$ cat src/rtl/r5fp_sqrt_issue_pkg.sv
// r5fp_sqrt_issue_pkg: shared types and constants for the sqrt issue controller
package r5fp_sqrt_issue_pkg;
  localparam int R5_SIG_W = 23;
  localparam int R5_EXP_W = 8;
  localparam int R5_TAG_W = 4;
  localparam int ST_NV = 4;
  localparam int ST_DZ = 3;
  localparam int ST_OF = 2;
  localparam int ST_UF = 1;
  localparam int ST_NX = 0;
  typedef enum logic [1:0] {IDLE, BUSY, RESP, DRAIN} state_t;
  typedef struct packed {
    logic [R5_SIG_W+R5_EXP_W:0] a;
    logic [2:0]                 rnd;
    logic [R5_TAG_W-1:0]        tag;
  } req_t;
endpackage

$ cat src/rtl/r5fp_sync_fifo.sv
// r5fp_sync_fifo: power-of-two synchronous FIFO with wrapping pointers and clear
module r5fp_sync_fifo #(
  parameter int W     = 8,
  parameter int DEPTH = 2
) (
  input  logic         clk,
  input  logic         reset,
  input  logic         flush,
  input  logic         push,
  input  logic         pop,
  input  logic [W-1:0] din,
  output logic [W-1:0] dout,
  output logic         full,
  output logic         empty
);
  localparam int AW = $clog2(DEPTH);
  logic [W-1:0]  mem [DEPTH];
  logic [AW-1:0] wp, rp;
  logic [AW:0]   cnt;
  assign dout  = mem[rp];
  assign full  = cnt == (AW+1)'(DEPTH);
  assign empty = cnt == '0;
  // storage write, no reset needed since count gates visibility
  always_ff @(posedge clk) if (push) mem[wp] <= din;
  // pointers and occupancy; clear drops every entry
  always_ff @(posedge clk)
    if (reset || flush) begin
      wp  <= '0;
      rp  <= '0;
      cnt <= '0;
    end else begin
      wp  <= push ? wp + 1'b1 : wp;
      rp  <= pop ? rp + 1'b1 : rp;
      cnt <= cnt + (AW+1)'(push) - (AW+1)'(pop);
    end
endmodule

$ cat src/rtl/r5fp_sqrt_issue_ctrl.sv
// r5fp_sqrt_issue_ctrl: queues sqrt requests, launches one at a time, returns results (flush via R5FP_SQRT_FLUSH_EN)
module r5fp_sqrt_issue_ctrl
  import r5fp_sqrt_issue_pkg::*;
#(
  parameter int SIG_W = R5_SIG_W,
  parameter int EXP_W = R5_EXP_W,
  parameter int TAG_W = R5_TAG_W,
  parameter int DEPTH = 2
) (
  input  logic                   clk,
  input  logic                   reset,
  input  logic                   req_valid_i,
  output logic                   req_ready_o,
  input  logic [SIG_W+EXP_W:0]   req_a_i,
  input  logic [2:0]             req_rnd_i,
  input  logic [TAG_W-1:0]       req_tag_i,
  output logic [SIG_W+EXP_W:0]   core_a_o,
  output logic [2:0]             core_rnd_o,
  output logic                   core_strobe_o,
  input  logic                   core_ready_i,
  input  logic                   core_done_i,
  input  logic [SIG_W+EXP_W:0]   core_z_i,
  input  logic [7:0]             core_status_i,
  output logic                   rsp_valid_o,
  input  logic                   rsp_ready_i,
  output logic [SIG_W+EXP_W:0]   rsp_z_o,
  output logic [7:0]             rsp_status_o,
  output logic [TAG_W-1:0]       rsp_tag_o,
  input  logic                   flush_i
);
  state_t           state, next;
  req_t             push_req, head;
  logic             full, empty, push, launch, flush;
  logic [TAG_W-1:0] tag;
`ifdef R5FP_SQRT_FLUSH_EN
  assign flush = flush_i;
`else
  logic unused_flush;
  assign flush        = 1'b0;
  assign unused_flush = flush_i;
`endif
  assign push_req      = '{a: req_a_i, rnd: req_rnd_i, tag: req_tag_i};
  assign req_ready_o   = !full && !reset;
  assign push          = req_valid_i && req_ready_o && !flush;
  assign launch        = !reset && !flush && !empty && core_ready_i &&
                         (state == IDLE || (state == RESP && rsp_ready_i));
  assign core_strobe_o = launch;
  assign rsp_valid_o   = state == RESP;
  r5fp_sync_fifo #(.W($bits(req_t)), .DEPTH(DEPTH)) u_fifo (
    .clk  (clk),
    .reset(reset),
    .flush(flush),
    .push (push),
    .pop  (launch),
    .din  (push_req),
    .dout (head),
    .full (full),
    .empty(empty)
  );
  // state register
  always_ff @(posedge clk) state <= reset ? IDLE : next;
  // next state: launch, wait for done, hold response, or drain a flushed op
  always_comb begin
    next = state;
    case (state)
      IDLE:    next = launch ? BUSY : IDLE;
      BUSY:    next = flush ? (core_done_i ? IDLE : DRAIN) : (core_done_i ? RESP : BUSY);
      RESP:    next = launch ? BUSY : (flush || rsp_ready_i) ? IDLE : RESP;
      default: next = core_done_i ? IDLE : DRAIN;
    endcase
  end
  // operand and tag held for the core from launch until the next launch
  always_ff @(posedge clk)
    if (reset) begin
      core_a_o   <= '0;
      core_rnd_o <= '0;
      tag        <= '0;
    end else if (launch) begin
      core_a_o   <= head.a;
      core_rnd_o <= head.rnd;
      tag        <= head.tag;
    end
  // response capture on the core's done pulse, frozen until the next result
  always_ff @(posedge clk)
    if (reset) begin
      rsp_z_o      <= '0;
      rsp_status_o <= '0;
      rsp_tag_o    <= '0;
    end else if (state == BUSY && core_done_i && !flush) begin
      rsp_z_o      <= core_z_i;
      rsp_status_o <= core_status_i;
      rsp_tag_o    <= tag;
    end
endmodule

$ cat config.mk
export PLATFORM = sky130hd
export DESIGN_NAME = r5fp_sqrt_issue_ctrl
export DESIGN_NICKNAME = d
export VERILOG_FILES = /design/src/rtl/r5fp_sqrt_issue_pkg.sv /design/src/rtl/r5fp_sync_fifo.sv /design/src/rtl/r5fp_sqrt_issue_ctrl.sv
export SDC_FILE = /design/constraint.sdc
export NUM_CORES = 1
export LEC_CHECK = 0
export ABC_AREA = 0
export CORE_MARGIN = 1.5
export CORE_UTILIZATION = 52
export DETAILED_ROUTE_END_ITERATION = 10
export PLACE_DENSITY = 0.95
export SETUP_SLACK_MARGIN = 0.02
export SLEW_MARGIN = 10
export SYNTH_ARGS = -nofsm -noshare
export SYNTH_HDL_FRONTEND = slang
export SYNTH_SLANG_ARGS = --single-unit
$ cat constraint.sdc
create_clock -name clk -period 5.77 [get_ports clk]
set_input_delay 1.154 -clock clk [delete_from_list [all_inputs] [get_ports clk]]
set_output_delay 1.154 -clock clk [all_outputs]
set_load 0.02 [all_outputs]
# After elaboration in Yosys (flattened, before gate mapping)
# Memory sizes are Yosys's and may differ from the RTL's. A register that Yosys moved wholly into a read port is not among the register bits.
# Cells that the tools add are included.
# totals
latch_bits	0
ramBits	78
inputBits	86
out_inout_bits	82
memories	1
rom_bits	0
register_bits	50
elab_cells	36
# mem_list
memory	words	width	read_ports	rd_ports_with_merged_regs	wr	line_no	text
u_fifo.mem	2	39	1	1	1	r5fp_sync_fifo.sv:17	logic [W-1:0] mem [DEPTH];
# op_classes
mul	0
n_lt_le_gt_ge	0
n_reduce_logical	13
shifts	0
n_addsub	4
bitwise	0
div	0
n_eq_ne	3
n_mux	8
# op_table
operator	count
$mux 2	4
$logic_and 1x1->1	7
$pmux 2 s3	1
$eq 2x2->1 const B	2
$logic_not 2->1	2
$logic_not 1->1	3
$mux 1	3
$add 1x1->1 const B	2
$add 2x1->2	1
$eq 2x1->1 const B	1
$sub 2x1->2	1
$logic_or 1x1->1	1

# Logic depth before layout (Yosys ltp)
# logic_depth
depth_word	7
depth_mapped	11
ltp_nobuf	8

# Hierarchy
# From an unflattened synthesis, not the netlist that was laid out.
# unflattened
hier_cells	525
area_unflattened_um2	6140.9
# by_module_without_submodules
mod	n_inst	seq_area_each_um2	cells_each	area_per_inst_um2
r5fp_sync_fifo	1	2442.3	142	3083.0
r5fp_sqrt_issue_ctrl	1	1701.6	383	3057.9

# Least setup slack after synthesis
# Ideal clock, no wire load.
# synth_path
path_type	input to register
start	input port reset
end	memory u_fifo.mem[0][0] in the netlist's numbering (enable)
setup_time_ns	0.440
t_required_ns	5.330
slack_ns	1.860
arrival_ns	3.470
stages	3
n_path_buf	1
path_cell_list	buf_6 > nor3b_1 > nor2b_1
# synth_between
elab_chain_len	5
# synth_lines
item	line_no	text
from (decl)	r5fp_sqrt_issue_ctrl.sv:11	input logic reset,
$logic_not 1->1	r5fp_sqrt_issue_ctrl.sv:43	assign req_ready_o = !full && !reset;
$logic_and 1x1->1	r5fp_sqrt_issue_ctrl.sv:43	
$logic_and 1x1->1	r5fp_sqrt_issue_ctrl.sv:44	assign push = req_valid_i && req_ready_o && !flush;
$mux 1	r5fp_sync_fifo.sv:24	always_ff @(posedge clk) if (push) mem[wp] <= din;
$mux 1 (implied by the code)	r5fp_sync_fifo.sv:24	
to (decl)	r5fp_sync_fifo.sv:17	
# Every way passes these cells.

# Worst setup path after layout
# layout_path
start	input port core_ready_i
end	output port core_strobe_o
# layout_between
elab_chain_len	2
# layout_lines
item	line_no	text
from (decl)	r5fp_sqrt_issue_ctrl.sv:20	input logic core_ready_i,
$logic_and 1x1->1 (2 in a row)	r5fp_sqrt_issue_ctrl.sv:45	assign launch = !reset && !flush && !empty && core_ready_i &&
to (decl)	r5fp_sqrt_issue_ctrl.sv:19	output logic core_strobe_o,
# Every way passes these cells.

==> key figures <==
Logic synthesis
  • Syn Std Cell Area: 6240 µm²
  • Avg Inst Size Synth: 12.8 µm²
  • Primary FF master, synth: dfxtp_1
  • Post-synth ARST share: 0%
  • Seq cells post-synth: 167
  • Distinct cells, synth: 26
  • Net count after synthesis: 577
  • Synth warnings: 0
  • Cells after Synth: 489
  • Post-synth EDFFs: 78
  • Post-synthesis sequential area ratio: 66.0%

Clock network
  • Maximum clock path buffer count: 2
  • CTS tree: done
  • Post-CTS sizing: 0
  • Total CTS buffers: 17
  • Worst-path clk slew: 0.06 ns
  • Htree depth: 4
  • Clk root buf: clkbuf_16
  • Worst skew pair latency: 0.42 ns
  • # hold bufs at CTS: 0
  • Clk sinks: 167
  • Post-CTS setup buffer count: 0

Timing
  • Worst hold margin: 0.452 ns
  • Setup violations, final: 0
  • Worst slew margin: 30.0%
  • Max Slew Vio Count: 0
  • Slew @ Worst Pin: 1.05 ns
  • Final hold vios: 0
  • Max Fclk: 264 MHz
  • Fin crit share: 65.8%
  • Tmin final: 3.79 ns
  • Setup Skew: 0.00834 ns
  • RSZ-0062 raised after global routing: no
  • Final setup TNS: 0 ns

Run status
  • Status: finished clean

Drt
  • Vias per std cell: 5.55
  • Vias post-DR: 4422
  • # DRC: 0
  • DRT Wirelength: 15.1 mm
  • Drt initial violations: 314
  • Drt wl/cell: 18.9 µm
  • 1st-pass router iterations: 5
  • Remaining antenna violation count after routing: 0

Finish
  • Nets: 729
  • Final instance area: 8530 µm²
  • Post-route non-filler standard cell count: 797
  • Diode count: 0
  • Sequential Area: 4130 µm²
  • Share of cells above drive strength 1: 12.5%
  • Synth-to-layout area growth: 36.5%
  • Filler Cell Count: 746
  • Footprint of the multi-input gates: 1890 µm²

Pwr
  • Tot Pwr: 2910 µW
  • Clock share of power: 38.6%
  • Switching part of the total: 25.0%
  • Sequential share of power: 46.5%
  • Worst IR Drop VDD: 176 µV
  • Pwr/cell area: 342 nW/µm²
  • Cell leakage power: 0.00274 µW
  • Pint: 2190 µW
  • Logic pwr share: 14.9%
  • Psw: 728 µW

Floorplan
  • I/O pin count: 168
  • Row cnt: 39
  • Die ar.: 12700 µm²
  • Starting Density: 54.0%
  • Core area: 11600 µm²
  • DIE WIDTH: 113 µm
  • Die Y: 113 µm

Setup path
  • Crit-path max FO: 2
  • Critical Path RT: 4.62 ns
  • WS Path Type: input port to primary output
  • Crit path DAT: 2.64 ns
  • Crit start category: input port
  • Crit path capture type: primary output

Global route
  • GRT Resource Usage Total: 24.2%
  • First-pass GRT wire length: 23.5 mm
  • Number of global-route vias before repair: 4560
  • Largest net degree at the start of global routing: 81
  • Initial antenna violation count: 0
  • Grt total ovfl: 0

Placement
  • GP Congestion: 0.752
  • Dpl cells: 765
  • Buffers added on ports: 166
  • HPWL Detailed: 9.26 mm
  • Dpl cell area: 7930 µm²

Job
  • Max Cap Violations: 0

Min path
  • Hold WC Path Type: flip-flop to flip-flop
==> state kept, by name, indices dropped and copies added (netlist names) <==
name and cells:
core_a_o 32, core_rnd_o 3, rsp_status_o 8, rsp_tag_o 4, rsp_z_o 32, state 2
tag 4, u_fifo.cnt 2, u_fifo.mem 78, u_fifo.rp 1, u_fifo.wp 1
==> through the flow <==
| stage | setup slack [ns] | util (%) |
|---|---|---|
| after floorplan | 1.86 | - |
| after global placement | 1.96 | 68.6 |
| after detailed placement | 1.99 | 68.6 |
| after CTS | 1.96 | 73.7 |
| after global routing | 1.92 | 73.7 |
| final | 1.98 | 73.7 |
==> kinds of logic (layout without fill, tap and decap cells) <==
family          after synthesis  count (layout)  synth area share, %
flops                       167             167                 66.0
compound gates              124             124                 15.4
simple gates                108             108                 7.35
buf+inv                      45             210                 3.89
mux                          42              42                 6.73
fa+ha+maj                     2               2                0.401
xor+xnor                      1               1                0.140
==> layer usage <==
| layer | vias up | part of all wire (%) | global-route usage (%) |
|---|---|---|---|
| met5 | - | 0 | 0 |
| met3 | 21 | 5.4 | 5.56 |
| met4 | 0 | 1.7 | 9.20 |
| met2 | 164 | 53 | 42.4 |
| met1 | 2157 | 40 | 29.0 |
| li1 | 2080 | - | - |
==> power by group through the flow <==
stage | Sequential [µW] | Clock, µW | Combinational (µW)
2_1_floorplan | 1400 | 0 | 234
3_3_place_gp | 1370 | 0 | 420
3_5_place_dp | 1380 | 0 | 431
4_1_cts | 1350 | 1140 | 435
5_1_grt | 1360 | 1190 | 461
6_report | 1350 | 1130 | 434
==> Yosys cell counts, drive strengths merged, types with 3 or more instances <==
| master | instances | area (µm²) |
|---|---|---|
| inv | 3 | 11.3 |
| a31oi | 39 | 244 |
| nor2b | 5 | 31.3 |
| nand2 | 90 | 338 |
| a21oi | 45 | 225 |
| mux2i | 42 | 420 |
| buf | 23 | 159 |
| dfxtp | 89 | 1780 |
| nor2 | 3 | 11.3 |
| clkbuf | 19 | 72.6 |
| a211oi | 39 | 488 |
| edfxtp | 78 | 2340 |
==> path summary, 6_finish.rpt <==
kind                startpoint  slack [ns]            end  depth (start not counted)
setup / recovery  core_ready_i        1.98  core_strobe_o                          4
hold reg to reg     rsp_z_o[6]        0.45     rsp_z_o[6]                          2
hold / removal      rsp_z_o[6]        0.45     rsp_z_o[6]                          2
setup reg to reg      state[0]        3.29  u_fifo.cnt[1]                          9
==> final cells by class <==
class                   count  area share (%)
inverters                   3           0.132
repair buffers            175            20.3
flip-flops and latches    167            48.4
clock inverters            10            1.41
well taps                 143            2.10
clock buffers              22            5.58
multi-input cells         277            22.1
==> worst max-delay path: stages <==
cell	delay, ns
clkdlybuf4s50_1	0.47
nor3b_4	0.18
and3_2	0.22
clkdlybuf4s50_1	0.61
==> placed cells by master (no fill, tap or decap), types with 2 or more instances in the layout <==
cell type / Yosys / layout
a211oi_2: 39 / 39
a21oi_1: 45 / 45
a31oi_1: 39 / 39
buf_4: 0 / 10
bufinv_16: 0 / 2
clkbuf_1: 18 / 3
clkbuf_16: 0 / 18
clkdlybuf4s50_1: 0 / 165
clkinv_4: 0 / 2
clkinvlp_4: 0 / 4
dfxtp_1: 89 / 88
edfxtp_1: 78 / 78
ha_1: 2 / 2
inv_1: 3 / 3
mux2i_1: 42 / 42
nand2_1: 90 / 90
nor2_1: 3 / 3
nor2b_1: 5 / 4
Note: power is estimated with default switching activity, not from simulation.
